`src/rtl/uart_tx_fifo.sv`:
```
// uart_tx_fifo
//   Parametrised UART transmitter with a small TX FIFO in front of it.
//   The host queues characters over a valid/ready handshake; queued
//   characters are sent back-to-back (start, data LSB first, optional
//   parity, 1 or 2 stop bits) with no idle gap between frames.
//
// Ports
//   clk         system clock, rising edge
//   sync_reset  synchronous active-high reset
//   data_in     character to queue (DATA_BITS wide)
//   data_valid  data_in is valid
//   data_ready  FIFO can accept a word (not full)
//   data_out    serial TX line, idle high, driven from a flop
//   busy        frame in progress or FIFO non-empty
//   fifo_level  number of occupied FIFO entries
//
// Parameter legality: CLKS_PER_BIT >= 2, DATA_BITS 5..9, PARITY 0/1/2
// (none/even/odd), STOP_BITS 1..2, FIFO_DEPTH a power of two >= 2.
module uart_tx_fifo #(
  parameter int EXTERNAL_CLOCK = 50_000_000,
  parameter int BAUD_RATE      = 115_200,
  parameter int DATA_BITS      = 8,
  parameter int PARITY         = 1,
  parameter int STOP_BITS      = 1,
  parameter int FIFO_DEPTH     = 4
) (
  input  logic                               clk,
  input  logic                               sync_reset,
  input  logic [DATA_BITS-1:0]               data_in,
  input  logic                               data_valid,
  output logic                               data_ready,
  output logic                               data_out,
  output logic                               busy,
  output logic [$clog2(FIFO_DEPTH+1)-1:0]    fifo_level
);

  localparam int CLKS_PER_BIT = EXTERNAL_CLOCK / BAUD_RATE;
  localparam int STOP_CLKS    = STOP_BITS * CLKS_PER_BIT;
  // One counter times both ordinary bits and the (possibly double) stop period.
  localparam int CNT_W        = $clog2(STOP_CLKS + 1);
  localparam int BIT_W        = $clog2(DATA_BITS);
  localparam int PTR_W        = $clog2(FIFO_DEPTH);
  localparam int LVL_W        = $clog2(FIFO_DEPTH + 1);

  localparam logic [CNT_W-1:0] BIT_END  = CNT_W'(CLKS_PER_BIT - 1);
  localparam logic [CNT_W-1:0] STOP_END = CNT_W'(STOP_CLKS - 1);
  localparam logic [BIT_W-1:0] LAST_BIT = BIT_W'(DATA_BITS - 1);
  localparam logic [LVL_W-1:0] FULL_LVL = LVL_W'(FIFO_DEPTH);

  typedef enum logic [2:0] {
    ST_IDLE   = 3'd0,
    ST_START  = 3'd1,
    ST_DATA   = 3'd2,
    ST_PARITY = 3'd3,
    ST_STOP   = 3'd4
  } state_t;

  // Parity bit for a character: even = XOR of data bits, odd = its inverse.
  function automatic logic calc_parity(input logic [DATA_BITS-1:0] d);
    logic p;
    p = ^d;
    return (PARITY == 2) ? ~p : p;
  endfunction

  logic [DATA_BITS-1:0] mem_r [FIFO_DEPTH];
  logic [PTR_W-1:0]     wr_ptr_r, rd_ptr_r;
  logic [LVL_W-1:0]     level_r;

  state_t               state_r, state_s;
  logic [CNT_W-1:0]     baud_r, baud_s;
  logic [BIT_W-1:0]     bit_r, bit_s;
  logic [DATA_BITS-1:0] shift_r, shift_s;
  logic                 par_r, par_s;
  logic                 tx_r, tx_s;

  logic                 push_s, pop_s;
  logic [DATA_BITS-1:0] head_s;

  assign data_ready = (level_r != FULL_LVL);
  assign push_s     = data_valid && data_ready;
  assign head_s     = mem_r[rd_ptr_r];
  assign data_out   = tx_r;
  assign fifo_level = level_r;
  assign busy       = (state_r != ST_IDLE) || (level_r != '0);

  // FIFO storage: no reset needed, validity is tracked by the level counter.
  always_ff @(posedge clk) begin
    if (push_s) begin
      mem_r[wr_ptr_r] <= data_in;
    end
  end

  // FIFO pointers and level; pointers wrap naturally since depth is 2^n.
  always_ff @(posedge clk) begin
    if (sync_reset) begin
      wr_ptr_r <= '0;
      rd_ptr_r <= '0;
      level_r  <= '0;
    end else begin
      if (push_s) begin
        wr_ptr_r <= wr_ptr_r + PTR_W'(1);
      end
      if (pop_s) begin
        rd_ptr_r <= rd_ptr_r + PTR_W'(1);
      end
      case ({push_s, pop_s})
        2'b10:   level_r <= level_r + LVL_W'(1);
        2'b01:   level_r <= level_r - LVL_W'(1);
        default: level_r <= level_r;
      endcase
    end
  end

  // Transmitter state, counters and the registered line value.
  always_ff @(posedge clk) begin
    if (sync_reset) begin
      state_r <= ST_IDLE;
      baud_r  <= '0;
      bit_r   <= '0;
      shift_r <= '0;
      par_r   <= 1'b0;
      tx_r    <= 1'b1;
    end else begin
      state_r <= state_s;
      baud_r  <= baud_s;
      bit_r   <= bit_s;
      shift_r <= shift_s;
      par_r   <= par_s;
      tx_r    <= tx_s;
    end
  end

  // Next-state logic. tx_s is the value the line takes from the next edge,
  // so every transition also selects the first value of the new bit.
  always_comb begin
    state_s = state_r;
    baud_s  = baud_r;
    bit_s   = bit_r;
    shift_s = shift_r;
    par_s   = par_r;
    tx_s    = tx_r;
    pop_s   = 1'b0;
    case (state_r)
      ST_IDLE: begin
        if (level_r != '0) begin
          pop_s   = 1'b1;
          shift_s = head_s;
          par_s   = calc_parity(head_s);
          baud_s  = '0;
          bit_s   = '0;
          tx_s    = 1'b0;
          state_s = ST_START;
        end else begin
          tx_s    = 1'b1;
        end
      end
      ST_START: begin
        if (baud_r == BIT_END) begin
          baud_s  = '0;
          bit_s   = '0;
          tx_s    = shift_r[0];
          state_s = ST_DATA;
        end else begin
          baud_s  = baud_r + CNT_W'(1);
        end
      end
      ST_DATA: begin
        if (baud_r == BIT_END) begin
          baud_s = '0;
          if (bit_r == LAST_BIT) begin
            if (PARITY != 0) begin
              tx_s    = par_r;
              state_s = ST_PARITY;
            end else begin
              tx_s    = 1'b1;
              state_s = ST_STOP;
            end
          end else begin
            bit_s   = bit_r + BIT_W'(1);
            shift_s = {1'b0, shift_r[DATA_BITS-1:1]};
            tx_s    = shift_r[1];
          end
        end else begin
          baud_s = baud_r + CNT_W'(1);
        end
      end
      ST_PARITY: begin
        if (baud_r == BIT_END) begin
          baud_s  = '0;
          tx_s    = 1'b1;
          state_s = ST_STOP;
        end else begin
          baud_s  = baud_r + CNT_W'(1);
        end
      end
      ST_STOP: begin
        if (baud_r == STOP_END) begin
          baud_s = '0;
          // A queued word starts immediately: no idle cycle between frames.
          if (level_r != '0) begin
            pop_s   = 1'b1;
            shift_s = head_s;
            par_s   = calc_parity(head_s);
            bit_s   = '0;
            tx_s    = 1'b0;
            state_s = ST_START;
          end else begin
            tx_s    = 1'b1;
            state_s = ST_IDLE;
          end
        end else begin
          baud_s = baud_r + CNT_W'(1);
        end
      end
      default: begin
        tx_s    = 1'b1;
        state_s = ST_IDLE;
      end
    endcase
  end

endmodule
```
`config.mk`:
```
export PLATFORM = sky130hd
export DESIGN_NAME = uart_tx_fifo
export DESIGN_NICKNAME = d
export VERILOG_FILES = /design/src/rtl/uart_tx_fifo.sv
export SDC_FILE = /design/constraint.sdc
export NUM_CORES = 1
export LEC_CHECK = 0
export CORE_AREA = 2 2 59 116
export CTS_CLUSTER_DIAMETER = 30
export DETAILED_ROUTE_END_ITERATION = 12
export DIE_AREA = 0 0 61 118
export PLACE_DENSITY = 0.78
export SLEW_MARGIN = 20
export SYNTH_ARGS = -nofsm -noshare
export SYNTH_HDL_FRONTEND = slang
export SYNTH_SLANG_ARGS = --single-unit
```
`constraint.sdc`:
```
create_clock -name clk -period 5.73 [get_ports clk]
set_clock_uncertainty 0.05 [all_clocks]
set_input_delay 1.146 -clock clk [delete_from_list [all_inputs] [get_ports clk]]
set_output_delay 1.146 -clock clk [all_outputs]
set_load 0.01 [all_outputs]
```
==> summary.txt <==
status - finished clean
initial antenna violation count - 0
Row Count - 41
fmax - 327 MHz
Distinct cells, synth - 50
FF-to-FF Start - baud_r[0]
yosys warns - 0
Leakage - 1.30 nW
Residual DRC - 0
grt met2 use - 0.324
Worst Setup SP - fifo_level[0]
Reg2Reg Depth - 10
CTS clock-pin slew for the worst setup and hold paths - 60 ps
nature of the critical path endpoint - primary output
Max FO, Critical Path - 5
Critical Path Source Type - flip-flop
Fin. Hold Viols - 0
clk_lat worst skew - 330 ps
Post-synth EDFFs - 32
GPL Wtd Cong - 0.790
Slew Limit Fails - 0
layout cells sized above 1 - 0.130
detailed placement HPWL - 3910 um
htree depth - 3
antenna diode count - 0
Starting DRT DRC Count - 98
Final Setup Violations - 0
pwr/cell area - 539 nW/um^2
First-pass DRT Iterations - 4
Initial Utilization - 0.485
GR peak layer - met2
fin nets - 286
Max Cap Viol - 0
Worst Path Arrival - 1860 ps
sequential area share after synthesis - 0.536
Hold WC Path Type - reg2reg
Antenna Nets Post-Route - 0
vias in the first global route - 2051
worst-path cell chain - nor3_2 > nand2_1 > clkdlybuf4s50_1
Clock Path Buffers - 2
Total Power - 1.95 mW
R2R Path End - fifo_level[2]
flops & latches, synth - 66
die height - 118 um
CTS Sinks - 66
Critical Path Slowest Stage Cell - clkdlybuf4s50_1
Top FF cell, synth - dfxtp_1
via count - 1956
Required @ worst endpoint - 4530 ps
wire per inst - 15.7 um
asr flop ratio synth - 0
crit path capture - busy
hold path start - shift_r[7]
IO buf count - 16
worst-margin pin slew - 845 ps
crit path time final - 3060 ps
non-filler cells, final - 356
routed wire length - 5570 um
GRT Overall Usage - 0.180
Post-Syn Area - 3060 sq um
TritonCTS buffer count - 9
Die W - 61 um
die area - 7200 sq um
largest net degree at the start of global routing - 24
Cells after Synth - 249
Setup TNS Final - 0 ps
routed vias/inst - 5.49
VDD IR max - 0.342 mV
postcts setup bufs - 0
grt met3 use - 0.0462
worst rel slew slack - 0.435
total global routing overflow - 0
core area - 6310 sq um
unrepaired setup endpoints after global routing - false
Synth Area per Inst - 12.3 sq um
Tcrit/Tclk final - 0.533
setup ws final - 2670 ps
CTS tree - built
global-route wire length before repair - 9470 um
Synth Net Count - 270
critical setup path kind - reg2out
met1 track demand over resource - 0.182
CTS Hold Buffers Added - 0
placed instance count - 340
Boundary Pins - 17
pre-CTS WS - 2460 ps
r2r setup slk - 2860 ps
P&R area growth vs syn - 18.0%
post-cts resize count - 0
CP max stage delay - 510 ps
CTS Root Cell - clkbuf_16
==> worst min path at each step <==
stage                            end  slack [ps]  depth (start not counted)
after CTS                 shift_r[7]         420                          2
after global placement    shift_r[7]         400                          2
final                     shift_r[7]         430                          2
after detailed placement  shift_r[7]         420                          2
after floorplan           shift_r[7]         380                          2
after global routing      shift_r[7]         460                          2
==> cell usage in the layout (no fill, tap or decap), types with 3 or more instances in the layout <==
master,synthesis,layout
clkdlybuf4s50_1,0,16
bufinv_16,0,3
o21ai_0,6,6
ha_1,9,9
xnor2_1,12,12
nand4_1,3,3
dfxtp_1,34,34
mux2i_1,10,10
edfxtp_1,32,32
xor2_1,8,8
a311oi_1,7,7
clkbuf_16,0,9
nand3_1,4,4
a21oi_1,16,16
inv_1,9,9
nor2_1,20,20
nand2_1,13,13
mux4_2,8,8
or3_1,6,6
and3_1,7,7
==> cells in the mapped netlist, types with 3 or more instances <==
cell type	instances	area share
dfxtp_1	34	0.22
edfxtp_1	32	0.31
nor2_1	20	0.025
a21oi_1	16	0.026
nand2_1	13	0.016
xnor2_1	12	0.034
mux2i_1	10	0.033
ha_1	9	0.037
inv_1	9	0.011
mux4_2	8	0.059
xor2_1	8	0.023
a311oi_1	7	0.020
and3_1	7	0.014
o21ai_0	6	0.0098
or3_1	6	0.012
buf_2	4	0.0065
nand3_1	4	0.0065
buf_4	3	0.0074
nand4_1	3	0.0061
==> registers in the layout (all words and copies together), names as in the netlist, named ones only <==
name        cells
wr_ptr_r        2
par_r           1
rd_ptr_r        2
baud_r          9
shift_r         8
data_out        1
mem_r          32
bit_r           3
fifo_level      3
state_r         3
==> per-stage QoR <==
| step | cell area, sq um | hold slack (ps) | util |
|---|---|---|---|
| finish | 3610 | 430 | 0.573 |
| global route | 3610 | 459 | 0.573 |
| CTS | 3610 | 425 | 0.573 |
| detailed placement | 3260 | 418 | 0.517 |
| global placement | 3260 | 397 | 0.517 |
| floorplan | 3060 | 381 | - |
==> worst max-delay path, delay by kind of cell (launching register included) <==
kind,cells,cell delay [ps]
buf+inv,1,510
simple gates,2,660
flops,1,360
==> logic make-up (layout without fill, tap and decap cells) <==
group,after synthesis,after routing,share of synthesized area
fa+ha+maj,10,10,0.0433
buf+inv,20,41,0.0327
mux,18,18,0.0915
flops,66,66,0.536
simple gates,71,71,0.131
xor+xnor,20,20,0.0572
compound gates,44,44,0.108
==> metal layers <==
metal  share of wire  up-vias
met5               0        -
met4           0.023        0
met3           0.025        9
met2            0.58       24
met1            0.37      960
li1                -      963
==> power by group <==
group | internal, mW | total, mW | switching (mW) | leakage, nW
combinational | 0.300 | 0.659 | 0.359 | 0.558
clock | 0.428 | 0.635 | 0.207 | 0.167
sequential | 0.580 | 0.653 | 0.0731 | 0.571
total | 1.31 | 1.95 | 0.639 | 1.30
==> layout make-up <==
cell class	count	area [sq um]
Multi-Input combinational cell	163	1320
Timing Repair Buffer	16	160
Inverter	9	33.8
Sequential cell	66	1640
Tap cell	86	108
Clock buffer	9	225
Fill cell	521	2700
Clock inverter	7	124
(Power assumes the default switching activity.)
